--- config.mk ---
export PLATFORM = sky130hd
export DESIGN_NAME = alu_sequencer_flat
export DESIGN_NICKNAME = d
export VERILOG_FILES = /design/src/rtl/alu_sequencer_if.sv /design/src/rtl/alu_sequencer.sv /design/src/flat_wrapper.sv
export SDC_FILE = /design/constraint.sdc
export NUM_CORES = 1
export LEC_CHECK = 0
export ABC_AREA = 0
export BUFFER_PORTS_ARGS = -buffer_cell sky130_fd_sc_hd__buf_4
export CORE_MARGIN = 2
export CORE_UTILIZATION = 40
export CTS_BUF_LIST = sky130_fd_sc_hd__clkbuf_4
export CTS_CLUSTER_DIAMETER = 60
export DETAILED_ROUTE_END_ITERATION = 12
export GPL_ROUTABILITY_DRIVEN = 0
export MAX_ROUTING_LAYER = met4
export PLACE_DENSITY = 0.66
export SYNTH_ARGS = -nofsm -noshare
export SYNTH_HDL_FRONTEND = slang
export SYNTH_SLANG_ARGS = --single-unit
export TNS_END_PERCENT = 20
--- constraint.sdc ---
create_clock -name clk -period 2.93 [get_ports clk]
set_input_delay 0.586 -clock clk [delete_from_list [all_inputs] [get_ports clk]]
set_output_delay 0.586 -clock clk [all_outputs]
set_load 0.02 [all_outputs]
--- src/rtl/alu_sequencer_if.sv ---
// Request/response handshake plus the operand, result and strobe buses between
// the sequencer (slave side) and its requester / ALU (master side).
interface alu_sequencer_if;
    logic        req_valid;
    logic        req_ready;
    logic [3:0]  req_op;
    logic [15:0] req_a;
    logic [15:0] req_b;
    logic        rsp_valid;
    logic        rsp_ready;
    logic [15:0] rsp_lo;
    logic [15:0] rsp_hi;
    logic        rsp_err;
    logic        busy;
    logic [15:0] alu_bus1;
    logic [15:0] alu_bus2;
    logic [15:0] alu_bus3;
    logic [15:0] alu_bus4;
    logic [18:0] alu_ctl;

    modport slave (
        input  req_valid, req_op, req_a, req_b, rsp_ready, alu_bus3, alu_bus4,
        output req_ready, rsp_valid, rsp_lo, rsp_hi, rsp_err, busy,
               alu_bus1, alu_bus2, alu_ctl
    );

    modport master (
        output req_valid, req_op, req_a, req_b, rsp_ready, alu_bus3, alu_bus4,
        input  req_ready, rsp_valid, rsp_lo, rsp_hi, rsp_err, busy,
               alu_bus1, alu_bus2, alu_ctl
    );
endinterface

--- src/rtl/alu_sequencer.sv ---
// Front-end sequencer for the 16-bit logic unit: accepts one request, drives the
// operand buses, steps the one-hot ALU strobes and returns the captured results.
module alu_sequencer #(
    parameter int DIV_LATENCY = 20,
    parameter int CW          = 6
) (
    input  logic            clk,
    input  logic            rst_n,
    alu_sequencer_if.slave  ifc
);

    typedef enum logic [2:0] {
        IDLE     = 3'd0,
        EXEC     = 3'd1,
        DIV_WAIT = 3'd2,
        CAPTURE  = 3'd3,
        RESP     = 3'd4
    } state_t;

    localparam logic [3:0]  OP_LAST_ALU = 4'd10;
    localparam logic [3:0]  OP_DIV      = 4'd11;
    localparam logic [3:0]  OP_PASS     = 4'd12;
    localparam logic [3:0]  OP_SWAP     = 4'd13;

    localparam logic [18:0] CTL_NONE     = 19'h00000;
    localparam logic [18:0] CTL_PASS     = 19'h00007;  // passh + passl + pass_high
    localparam logic [18:0] CTL_SWAP     = 19'h00008;
    localparam logic [18:0] CTL_PUSH     = 19'h00030;  // push + push_high
    localparam logic [18:0] CTL_PUSH_DIV = 19'h00040;
    localparam logic [18:0] CTL_PUSH_MOD = 19'h00080;

    state_t      state_reg;
    logic [CW-1:0] cnt_reg;
    logic [3:0]  op_reg;
    logic [15:0] a_reg;
    logic [15:0] b_reg;
    logic [18:0] ctl_reg;
    logic        rsp_valid_reg;
    logic        rsp_err_reg;
    logic [15:0] rsp_lo_reg;
    logic [15:0] rsp_hi_reg;
    logic        div_mod_reg;

    logic [10:0] exec_sel;
    logic [18:0] exec_ctl;
    logic        accept;
    logic        div_by_zero;

    // Opcodes 0..10 map in order onto strobe bits 8..18 (add .. bnegate).
    genvar gi;
    generate
        for (gi = 0; gi < 11; gi++) begin : g_exec_sel
            assign exec_sel[gi] = (ifc.req_op == 4'(gi));
        end
    endgenerate

    assign exec_ctl    = {exec_sel, 8'h00};
    assign accept      = ifc.req_valid && ifc.req_ready;
    assign div_by_zero = (b_reg == 16'h0000);

    always_ff @(posedge clk) begin
        if (!rst_n) begin
            state_reg     <= IDLE;
            cnt_reg       <= '0;
            op_reg        <= 4'd0;
            a_reg         <= 16'h0000;
            b_reg         <= 16'h0000;
            ctl_reg       <= CTL_NONE;
            rsp_valid_reg <= 1'b0;
            rsp_err_reg   <= 1'b0;
            rsp_lo_reg    <= 16'h0000;
            rsp_hi_reg    <= 16'h0000;
            div_mod_reg   <= 1'b0;
        end else begin
            case (state_reg)
                IDLE: begin
                    if (accept) begin
                        a_reg       <= ifc.req_a;
                        b_reg       <= ifc.req_b;
                        op_reg      <= ifc.req_op;
                        rsp_err_reg <= 1'b0;
                        div_mod_reg <= 1'b0;
                        if (ifc.req_op <= OP_LAST_ALU) begin
                            state_reg <= EXEC;
                            ctl_reg   <= exec_ctl;
                        end else if (ifc.req_op == OP_DIV) begin
                            state_reg <= DIV_WAIT;
                            cnt_reg   <= CW'(DIV_LATENCY - 1);
                            ctl_reg   <= CTL_NONE;
                        end else if (ifc.req_op == OP_PASS) begin
                            state_reg <= CAPTURE;
                            ctl_reg   <= CTL_PASS;
                        end else if (ifc.req_op == OP_SWAP) begin
                            state_reg <= CAPTURE;
                            ctl_reg   <= CTL_SWAP;
                        end else begin
                            state_reg     <= RESP;
                            ctl_reg       <= CTL_NONE;
                            rsp_valid_reg <= 1'b1;
                            rsp_lo_reg    <= 16'h0000;
                            rsp_hi_reg    <= 16'h0000;
                            rsp_err_reg   <= 1'b1;
                        end
                    end
                end

                EXEC: begin
                    state_reg <= CAPTURE;
                    ctl_reg   <= CTL_PUSH;
                end

                DIV_WAIT: begin
                    if (cnt_reg == '0) begin
                        state_reg <= CAPTURE;
                        ctl_reg   <= CTL_PUSH_DIV;
                    end else begin
                        cnt_reg <= cnt_reg - 1'b1;
                    end
                end

                CAPTURE: begin
                    if (op_reg == OP_DIV) begin
                        // Quotient and remainder share bus4, so DIV spends two capture cycles.
                        if (!div_mod_reg) begin
                            rsp_lo_reg  <= div_by_zero ? 16'hFFFF : ifc.alu_bus4;
                            ctl_reg     <= CTL_PUSH_MOD;
                            div_mod_reg <= 1'b1;
                        end else begin
                            rsp_hi_reg    <= div_by_zero ? a_reg : ifc.alu_bus4;
                            rsp_err_reg   <= div_by_zero;
                            ctl_reg       <= CTL_NONE;
                            state_reg     <= RESP;
                            rsp_valid_reg <= 1'b1;
                        end
                    end else begin
                        rsp_lo_reg    <= ifc.alu_bus3;
                        rsp_hi_reg    <= ifc.alu_bus4;
                        ctl_reg       <= CTL_NONE;
                        state_reg     <= RESP;
                        rsp_valid_reg <= 1'b1;
                    end
                end

                RESP: begin
                    if (ifc.rsp_ready) begin
                        rsp_valid_reg <= 1'b0;
                        state_reg     <= IDLE;
                    end
                end

                default: begin
                    state_reg <= IDLE;
                    ctl_reg   <= CTL_NONE;
                end
            endcase
        end
    end

    // Held low while reset is asserted so nothing is accepted during reset.
    assign ifc.req_ready = rst_n && (state_reg == IDLE);
    assign ifc.busy      = (state_reg != IDLE);
    assign ifc.rsp_valid = rsp_valid_reg;
    assign ifc.rsp_lo    = rsp_lo_reg;
    assign ifc.rsp_hi    = rsp_hi_reg;
    assign ifc.rsp_err   = rsp_err_reg;
    assign ifc.alu_bus1  = a_reg;
    assign ifc.alu_bus2  = b_reg;
    assign ifc.alu_ctl   = ctl_reg;

endmodule

--- src/flat_wrapper.sv ---
// flat-port wrapper written by rule: the top's interface ports become plain ports
module alu_sequencer_flat 
#(
    parameter int DIV_LATENCY = 20,
    parameter int CW          = 6
)
  (clk, rst_n, ifc_req_valid, ifc_req_op, ifc_req_a, ifc_req_b, ifc_rsp_ready, ifc_alu_bus3, ifc_alu_bus4, ifc_req_ready, ifc_rsp_valid, ifc_rsp_lo, ifc_rsp_hi, ifc_rsp_err, ifc_busy, ifc_alu_bus1, ifc_alu_bus2, ifc_alu_ctl);
  alu_sequencer_if ifc_i ();
  input  logic clk;
  input  logic rst_n;
  input wire logic [$bits(ifc_i.req_valid)-1:0] ifc_req_valid;
  input wire logic [$bits(ifc_i.req_op)-1:0] ifc_req_op;
  input wire logic [$bits(ifc_i.req_a)-1:0] ifc_req_a;
  input wire logic [$bits(ifc_i.req_b)-1:0] ifc_req_b;
  input wire logic [$bits(ifc_i.rsp_ready)-1:0] ifc_rsp_ready;
  input wire logic [$bits(ifc_i.alu_bus3)-1:0] ifc_alu_bus3;
  input wire logic [$bits(ifc_i.alu_bus4)-1:0] ifc_alu_bus4;
  output wire logic [$bits(ifc_i.req_ready)-1:0] ifc_req_ready;
  output wire logic [$bits(ifc_i.rsp_valid)-1:0] ifc_rsp_valid;
  output wire logic [$bits(ifc_i.rsp_lo)-1:0] ifc_rsp_lo;
  output wire logic [$bits(ifc_i.rsp_hi)-1:0] ifc_rsp_hi;
  output wire logic [$bits(ifc_i.rsp_err)-1:0] ifc_rsp_err;
  output wire logic [$bits(ifc_i.busy)-1:0] ifc_busy;
  output wire logic [$bits(ifc_i.alu_bus1)-1:0] ifc_alu_bus1;
  output wire logic [$bits(ifc_i.alu_bus2)-1:0] ifc_alu_bus2;
  output wire logic [$bits(ifc_i.alu_ctl)-1:0] ifc_alu_ctl;
  assign ifc_i.req_valid = ifc_req_valid;
  assign ifc_i.req_op = ifc_req_op;
  assign ifc_i.req_a = ifc_req_a;
  assign ifc_i.req_b = ifc_req_b;
  assign ifc_i.rsp_ready = ifc_rsp_ready;
  assign ifc_i.alu_bus3 = ifc_alu_bus3;
  assign ifc_i.alu_bus4 = ifc_alu_bus4;
  assign ifc_req_ready = ifc_i.req_ready;
  assign ifc_rsp_valid = ifc_i.rsp_valid;
  assign ifc_rsp_lo = ifc_i.rsp_lo;
  assign ifc_rsp_hi = ifc_i.rsp_hi;
  assign ifc_rsp_err = ifc_i.rsp_err;
  assign ifc_busy = ifc_i.busy;
  assign ifc_alu_bus1 = ifc_i.alu_bus1;
  assign ifc_alu_bus2 = ifc_i.alu_bus2;
  assign ifc_alu_ctl = ifc_i.alu_ctl;
  alu_sequencer #(.DIV_LATENCY(DIV_LATENCY), .CW(CW)) u_core (.clk(clk), .rst_n(rst_n), .ifc(ifc_i));
endmodule
==> run metrics, run 1 <==
H-tree lvl count 3; GRT Total Usage 0.224; crit path time final 2320 ps; Core Area 11000 sq um; unrepaired setup endpoints after global routing false; Clock transition at path regs 150 ps; initial antenna violation count 1; ys async rst share 0; Post-CTS Setup Bufs 0; sequential share of the synthesized area 0.422; via count of the routed design 4516; required time of the critical path 2340 ps; status finished, final reports clean; Crit Path Class primary input to primary output; Synth cell types 65; clock skew 19.3 ps; fin nets 754; final slew viol count 0; Rel. slew slack 0.521; cell count after synthesis 554; DRT antenna net count 0; Crit path arrival time 1740 ps; Reg-to-Reg Start u_core.state_reg[1]; LEAKAGE 2.47 nW; initial DRC count 290; total negative slack 0 ps; ratio of final minimum period to clock period 0.793; hold path depth 3; area growth from synthesis to layout 30.5%; GRT overflow 0; first-pass GRT wire length 22200 um; Die W 111 um; port bufs 158; dpl hpwl 9860 um; vias per inst 5.47; min-delay src ifc_req_a[5]; hold endpoint u_core.ifc.alu_bus1[5]; Max Freq 430 MHz; placed cells 809; post-route cell area 5940 sq um; Net Count, Synth 628; DRC viols 0; CP Launch Type primary input; Die Area 12200 sq um; number of synthesized flops with an enable pin 0; drt total wl 13600 um; final hold violation count 0; CTS resizes 0; synth warn 0; clk sinks 96; Final Setup Violations 0; flop2flop setup slack 620 ps; Yosys top cell area share 0.422; layout cells sized above 1 0.289; CTS tree built; vias in the first global route 4389; hold_buf cts 0; clk_lat worst skew 460 ps; post-DR wirelength/cell 16.5 um; Critical Path Sink Type primary output; MaxCap Viol Count 0; area leader, netlist dfxtp_1; IO Count 159; filler instances 1056; Synth Area per Inst 8.22 sq um; Post-Syn Area 4550 sq um; r2r endpoint u_core.ifc.rsp_lo[14]; worst hold path class primary input to flip-flop; Synth Register Bits 96; P per Cell Area 570 nW/um^2; Synth area leaders dfxtp_1, nand2_1, o21ai_0; Synth Flop Type dfxtp_1; clk buf depth 2; fin cells 826; largest net degree at the start of global routing 60; Initial Util 0.414; worst-margin pin slew 719 ps; num rows 38; maximum vdd drop 0.000352 V; reg2reg path depth 4; die height 111 um; CTS root buffer clkbuf_4; first-pass detailed-route iteration total 5; placed cell area 5730 sq um; total CTS buffers 9; crit-path max FO 45
metal layers:
layer | GRT usage | routed length (um) | vias up
li1 | - | - | 2247
met5 | - | 0 | -
met3 | 0.0569 | 760 | 15
met1 | 0.276 | 6040 | 2089
met4 | 0.0608 | 279 | 0
met2 | 0.366 | 6560 | 165
layout make-up:
type                       instances  area [sq um]  area share
antenna                            1          2.50    0.000421
tap                              140           175      0.0295
timing repair buffer             167          1250       0.211
clock inverter                     7           141      0.0238
multi-input combinational        398          2350       0.395
sequential                        96          1920       0.324
clock buffer                       9          67.6      0.0114
inverter                           8          30.0     0.00506
worst max-delay path by stage:
stage | start | endpoint | slack (ps)
after floorplan | rst_n | ifc_req_ready | 920
after CTS | rst_n | ifc_req_ready | 620
after global placement | rst_n | u_core.ifc.rsp_lo[4] | 480
after detailed placement | rst_n | u_core.ifc.rsp_lo[14] | 400
after global routing | u_core.state_reg[1] | u_core.ifc.rsp_lo[9] | 450
final | rst_n | ifc_req_ready | 610
synthesized netlist by cell type (2+ instances only):
library cell / number
o21a_1: 17
dfxtp_1: 96
nand2_1: 112
mux2i_1: 11
o21bai_1: 2
o21ai_1: 23
buf_4: 5
o211ai_1: 3
a21boi_0: 16
and3b_1: 3
o221a_1: 14
nor3_1: 5
inv_1: 6
buf_2: 16
o21ai_0: 52
ha_1: 2
a31oi_1: 17
o32ai_1: 2
o31ai_1: 3
buf_6: 2
nand4b_1: 3
a221oi_1: 2
a211oi_1: 2
a21oi_2: 3
nor4_1: 4
nor2_1: 9
nor3b_1: 3
a21oi_1: 26
nand4_1: 2
nor2b_1: 4
nand3_1: 25
a211o_1: 2
clkbuf_1: 27
and3_1: 3
and4_1: 2
where the power goes:
group          leakage (nW)  switching [mW]  internal (mW)
Sequential            0.782           0.110           1.42
Combinational          1.59           0.504          0.364
Clock                 0.107           0.466          0.519
Total                  2.47            1.08           2.30
cells by family (layout without fill, tap and decap cells):
group,after synthesis,in the layout,share of synthesized area
compound gates,196,196,0.283
fa+ha+maj,2,2,0.00550
buf+inv,60,191,0.0638
flops,96,96,0.422
mux,11,11,0.0242
other cells,0,1,0
simple gates,189,189,0.202
cells in the final DEF, fill, tap and decap left out, drive strengths merged, types with 10 or more instances in the layout:
master | netlist | layout
buf | 25 | 167
nand2 | 113 | 113
dfxtp | 96 | 96
o21ai | 76 | 76
a21oi | 29 | 29
nand3 | 25 | 25
o21a | 17 | 17
a31oi | 17 | 17
a21boi | 16 | 16
o221a | 15 | 15
mux2i | 11 | 11
nor2 | 10 | 10
stage by stage:
stage	util	hold WS (ps)	power, mW	setup slack [ps]
floorplan	-	437	2.08	920
global placement	0.522	445	2.41	481
detailed placement	0.522	451	2.43	398
CTS	0.541	285	3.41	617
global route	0.541	297	3.54	449
finish	0.541	318	3.38	607
worst max-delay path, stage by stage:
cell	delay (ps)
buf_4	380
clkinv_1	420
nor2_1	190
buf_4	150
No activity file was read; power rests on OpenSTA's default activity.
==> inputs of run 2 (changes only) <==
Settings changed: ABC_AREA 0 to 1, PLACE_DENSITY 0.66 to 0.69.
Clock period 2.93 ns to 1.9 ns, I/O delays scaled along.
==> run 2 against run 1 <==
First-iteration DRC count is 1.0% higher; cell count is 16% higher; cell area is 0.86% higher; sequential power is 63% higher; total power is 73% higher; via count is 1.4% higher; routed wire length is 7.5% lower; largest power group unchanged; die area is 0.58% higher.
==> run metrics, run 2 <==
final hold slack 99.7 ps (-218 ps); first-pass GRT wire length 20500 um (-7.7%); Reg-to-Reg Start u_core.state_reg[1]; final hold violation count 0 (unchanged); cell count after synthesis 666 (+20%); layout cells sized above 1 0.267 (-0.0225); num rows 39 (+2.6%); die height 111 um (+0.29%); ratio of final minimum period to clock period 0.960; number of synthesized flops with an enable pin 0 (unchanged); Net Count, Synth 740 (+18%); CTS root buffer clkbuf_4; commonest non-fill, non-tap cell in the layout nand2_1; vias per inst 4.76 (-13%); Die W 111 um (+0.29%); Initial Util 0.406 (-0.00818); synth warn 0 (unchanged); commonest cells after routing, fill and taps aside nand2_1, buf_4, dfxtp_1; CP Launch Type flip-flop; Synth cell types 33 (-49%); dpl hpwl 9590 um (-2.8%); area growth from synthesis to layout 30.8%; DRT antenna net count 0 (unchanged); first-pass detailed-route iteration total 5 (unchanged); DRC viols 0 (unchanged); drt total wl 12600 um (-7.5%); Die Area 12300 sq um (+0.58%); Final Setup Violations 0 (unchanged); worst hold path class primary input to flip-flop; most frequent cells after synthesis nand2_1, dfxtp_1, inv_1; H-tree lvl count 3 (unchanged); clock skew 22.3 ps (+2.99 ps); min-delay src ifc_req_a[6]; Synth Flop Type dfxtp_1; fin nets 887 (+18%); MaxCap Viol Count 0 (unchanged); Crit path arrival time 1440 ps (-300 ps); Crit Path Class flip-flop to primary output; ys async rst share 0 (unchanged); top-count cell post-synth nand2_1; LEAKAGE 2.99 nW (+21%); CTS tree built; clk sinks 96 (unchanged); fin cells 962 (+16%); Yosys top cell area share 0.420 (-0.00254); total negative slack 0 ps (unchanged); area leader, netlist dfxtp_1; IO Count 159 (unchanged); crit path time final 1820 ps; initial antenna violation count 1 (unchanged); Design Power 5.86 mW (+73%); Rel. slew slack 0.671 (+0.150); final slew viol count 0 (unchanged); PnR worst setup slack 76.5 ps (-530 ps); Synth Register Bits 96 (unchanged); via count of the routed design 4577 (+1.4%); Core Area 11300 sq um (+2.6%); Post-Syn Area 4580 sq um (+0.60%); post-DR wirelength/cell 13.1 um (-21%); sequential share of the synthesized area 0.420 (-0.00254); Synth Area per Inst 6.88 sq um (-16%); required time of the critical path 1520 ps (-820 ps); clk_lat worst skew 460 ps (about the same); Critical Path Sink Type primary output; total CTS buffers 9 (unchanged); largest net degree at the start of global routing 46 (-23%); initial DRC count 293 (+1.0%); placed cells 945 (+17%); P per Cell Area 979 nW/um^2 (+72%); worst-margin pin slew 492 ps (-227 ps); vias in the first global route 4207 (-4.1%); crit-path max FO 10 (-78%); clk buf depth 2 (unchanged); port bufs 158 (unchanged); GRT overflow 0 (unchanged); maximum vdd drop 0.000522 V (+48%); Max Freq 548 MHz; CP Launch Point u_core.state_reg[2]; Synth area leaders dfxtp_1, nand2_1, nand3_1; Post-CTS Setup Bufs 0 (unchanged); pre-CTS WS 142 ps (-256 ps); GRT Total Usage 0.208 (-0.0153); status finished, final reports clean; Clock transition at path regs 150 ps (about the same)
-- run 2: cell types whose count changed in the layout (fill, tap and decap cells not counted), moves of 23 or more --
cell / before / now
nand2_1: 112 / 227
inv_1: 6 / 69
nand3_1: 25 / 65
a21oi_1: 26 / 60
o21ai_0: 52 / 24
nor2_1: 8 / 31
o21ai_1: 23 / 0
-- run 2: cell type report --
type,count,area (sq um)
inverters,79,307
clock inverters,5,57.6
repair buffers,170,1290
well taps,143,179
diodes,1,2.50
fillers,1123,5280
multi-input cells,457,2150
flip-flops and latches,96,1920
clock buffers,11,82.6
-- run 2: layer usage --
metal  share of wire  vias up  GRT usage
met5               0        -          -
met4           0.012        0     0.0650
met3           0.049       11     0.0405
met2            0.47      119      0.327
met1            0.47     2050      0.273
li1                -     2397          -
-- run 2: worst paths after layout --
check                           cells past startpoint  slack [ps]                      to
worst min-delay path                                3         100  u_core.ifc.alu_bus1[6]
worst min register to register                      1         470       u_core.cnt_reg[0]
worst max-delay path                                4          80           ifc_req_ready
worst max register to register                     10         200   u_core.ifc.rsp_lo[12]
-- run 2: power by group --
group,switching (mW),total (mW),internal [mW]
Combinational,1.40,2.25,0.844
Clock,0.691,1.12,0.429
Sequential,0.207,2.50,2.29
-- run 2: critical path: stages, from the launching register on --
cell	delay [ps]
dfxtp_2	390
nor2_4	180
nand2_8	120
nor2_4	120
buf_4	160
-- run 2: metrics by stage --
step	util	instance area, sq um
2_1_floorplan	-	4580
3_3_place_gp	0.518	5840
3_5_place_dp	0.518	5840
4_1_cts	0.531	5980
5_1_grt	0.531	5990
6_report	0.531	5990
-- run 2: repair_timing --
| action | CTS | global route |
|---|---|---|
| hold buffers | 0 | 0 |
| pin swaps | 0 | 1 |
| resized for setup | 1 | 1 |
| endpoints found under the hold margin | 0 | 0 |
| setup endpoints to repair | 1 | 1 |
-- run 2: logic make-up after synthesis --
family                     Yosys count  synth area share
AOI/OAI and AO/OA                   88             0.102
xor gates and xnor gates             4           0.00765
adders and majority gates            2           0.00546
buffers and inverters              113             0.112
DFF                                 96             0.420
and+or+nand+nor                    363             0.353
==> inputs of run 3 (changes only) <==
Clock period 1.9 ns to 1.57 ns, I/O delays scaled along.
==> run 3 against run 2 <==
The run now ends with negative setup slack left; combinational power is 52% higher; cell count grew 3.7%; clock power rose by 35%; total power increased by 36%; critical path depth unchanged; non-clock buffer count up 34; count of clock-buffer cells in the layout decreased by 2; via count is 6.0% higher; core utilization grew 5.7 points; largest cell class unchanged; largest power group is now combinational cells; highest routed layer unchanged.
==> run metrics, run 3 (synthesis gave the netlist of run 2 again) <==
Max Freq 609 MHz; r2r endpoint u_core.ifc.rsp_lo[10]; hold path depth 3 (unchanged); CP max stage delay 370 ps (-20 ps); final slew viol count 0 (unchanged); dpl hpwl 9780 um (+2.0%); GRT overflow 0 (unchanged); post-route cell area 6640 sq um (+11%); final hold slack 28.3 ps (-71.4 ps); port bufs 158 (unchanged); Clock transition at path regs 160 ps (about the same); clk_lat worst skew 470 ps (about the same); CP Launch Type flip-flop; die height 111 um (unchanged); num rows 39 (unchanged); Finished Core Util 0.589 (+0.0572); ratio of final minimum period to clock period 1.05; maximum vdd drop 0.000691 V (+32%); H-tree lvl count 3 (unchanged); first-pass detailed-route iteration total 5 (unchanged); crit path time final 1640 ps; Crit Path Class flip-flop to primary output; via count of the routed design 4850 (+6.0%); MaxCap Viol Count 0 (unchanged); Core Area 11300 sq um (unchanged); CTS root buffer clkbuf_4; final hold violation count 0 (unchanged); layout cells sized above 1 0.335 (+0.0684); initial antenna violation count 1 (unchanged); Reg-to-Reg Start u_core.state_reg[0]; total CTS buffers 9 (unchanged); worst-margin pin slew 446 ps (-46.5 ps); Multi-input gate area 2350 sq um (+9.2%); violated checks negative setup slack; vias per inst 4.86 (+2.1%); fin nets 923 (+4.1%); CTS tree built; clock skew 24.9 ps (+2.61 ps); vias in the first global route 4362 (+3.7%); DRC viols 0 (unchanged); fin cells 998 (+3.7%); area growth from synthesis to layout 44.9%; crit path max-delay cell type dfxtp_4; Die Area 12300 sq um (unchanged); Initial Util 0.406 (unchanged); placed cell area 6040 sq um (+3.4%); Final Setup Violations 2 (+2); P per Cell Area 1200 nW/um^2 (+23%); PnR worst setup slack -73.2 ps (-150 ps); flop2flop setup slack 10 ps (-190 ps); Die W 111 um (unchanged); largest net degree at the start of global routing 46 (unchanged); IO Count 159 (unchanged); filler instances 1024 (-8.8%); Top delay family on crit path flip-flops; total negative slack -133 ps (-133 ps); LEAKAGE 3.25 nW (+9.0%); Critical Path Sink Type primary output; hold_buf cts 0 (unchanged); Rel. slew slack 0.703 (+0.0318); post-DR wirelength/cell 13.4 um (+2.5%); DRT antenna net count 0 (unchanged); required time of the critical path 1260 ps (-260 ps); status complete, but fails checks; commonest non-fill, non-tap cell in the layout nand2_1; initial DRC count 304 (+3.8%); clk sinks 96 (unchanged); reg2reg path depth 9 (-1); unrepaired setup endpoints after global routing true; CP bufs+invs 2 (+1); clk buf depth 2 (unchanged); CP cell instances nor2_4, nand2_8, buf_6, buf_6; worst hold path class primary input to flip-flop; Top cell by count, worst path buf_6; commonest cells after routing, fill and taps aside nand2_1, buf_4, dfxtp_1; placed cells 964 (+2.0%); drt total wl 13400 um (+6.3%); GRT Total Usage 0.214 (+0.00557); crit-path max FO 4 (-6); hold endpoint u_core.ifc.alu_bus1[5]; first-pass GRT wire length 21100 um (+3.1%); Reg area 1940 sq um (+0.78%); Crit path arrival time 1330 ps (-110 ps); min-delay src ifc_req_a[5]
## run 3: cell types whose count changed in the layout (fill, tap and decap cells not counted), sizes merged
cell	previous run	this run
nand2	235	236
clkinv	3	5
clkbuf	11	10
clkinvlp	2	1
buf	170	203
bufinv	1	2
nand3	68	69
## run 3: cell type report
type                    instances  area share
inverters                      79      0.0487
clock buffers                   9      0.0102
clock inverters                 7      0.0141
diodes                          1    0.000377
flip-flops and latches         96       0.292
well taps                     143      0.0270
multi-input cells             459       0.354
repair buffers                204       0.253
## run 3: worst max-delay path by stage
stage | start | end | slack [ps] | cells after the start
floorplan | u_core.state_reg[2] | u_core.div_mod_reg | 60 | 9
global placement | u_core.op_reg[2] | u_core.ifc.rsp_hi[5] | 7 | 9
detailed placement | u_core.op_reg[3] | u_core.ifc.rsp_hi[5] | -40 | 8
CTS | u_core.state_reg[2] | ifc_busy | -70 | 4
global route | u_core.state_reg[0] | ifc_req_ready | -140 | 4
finish | u_core.state_reg[0] | ifc_busy | -70 | 4
## run 3: power breakdown
| group | switching (mW) | internal (mW) |
|---|---|---|
| combinational | 1.97 | 1.46 |
| sequential | 0.247 | 2.78 |
| clock | 0.860 | 0.646 |
## run 3: per-stage QoR
step / setup WS, ps / total power [mW]
6_report: -73.2 / 7.96
5_1_grt: -145 / 8.43
4_1_cts: -65.2 / 7.59
3_5_place_dp: -38.0 / 5.94
3_3_place_gp: 7.16 / 5.89
2_1_floorplan: 63.8 / 4.86
## run 3: worst min-delay path, delay by kind of cell
family / cells / cell delay (ps)
buffers and inverters: 1 / 80
AND/OR/NAND/NOR: 2 / 90
## run 3: repair_timing
item / in CTS / in global routing
buffers inserted: 4 / 11
setup endpoints to repair: 30 / 60
cloned: 0 / 3
pin swaps: 4 / 17
resized for setup: 9 / 62
## run 3: metal layers
layer  GRT usage  up-vias  routed length (um)
met2       0.337      159                6340
li1            -     2477                   -
met3      0.0323       32                 696
met4      0.0942        0                 407
met1       0.274     2182                5980
met5           -        -                   0
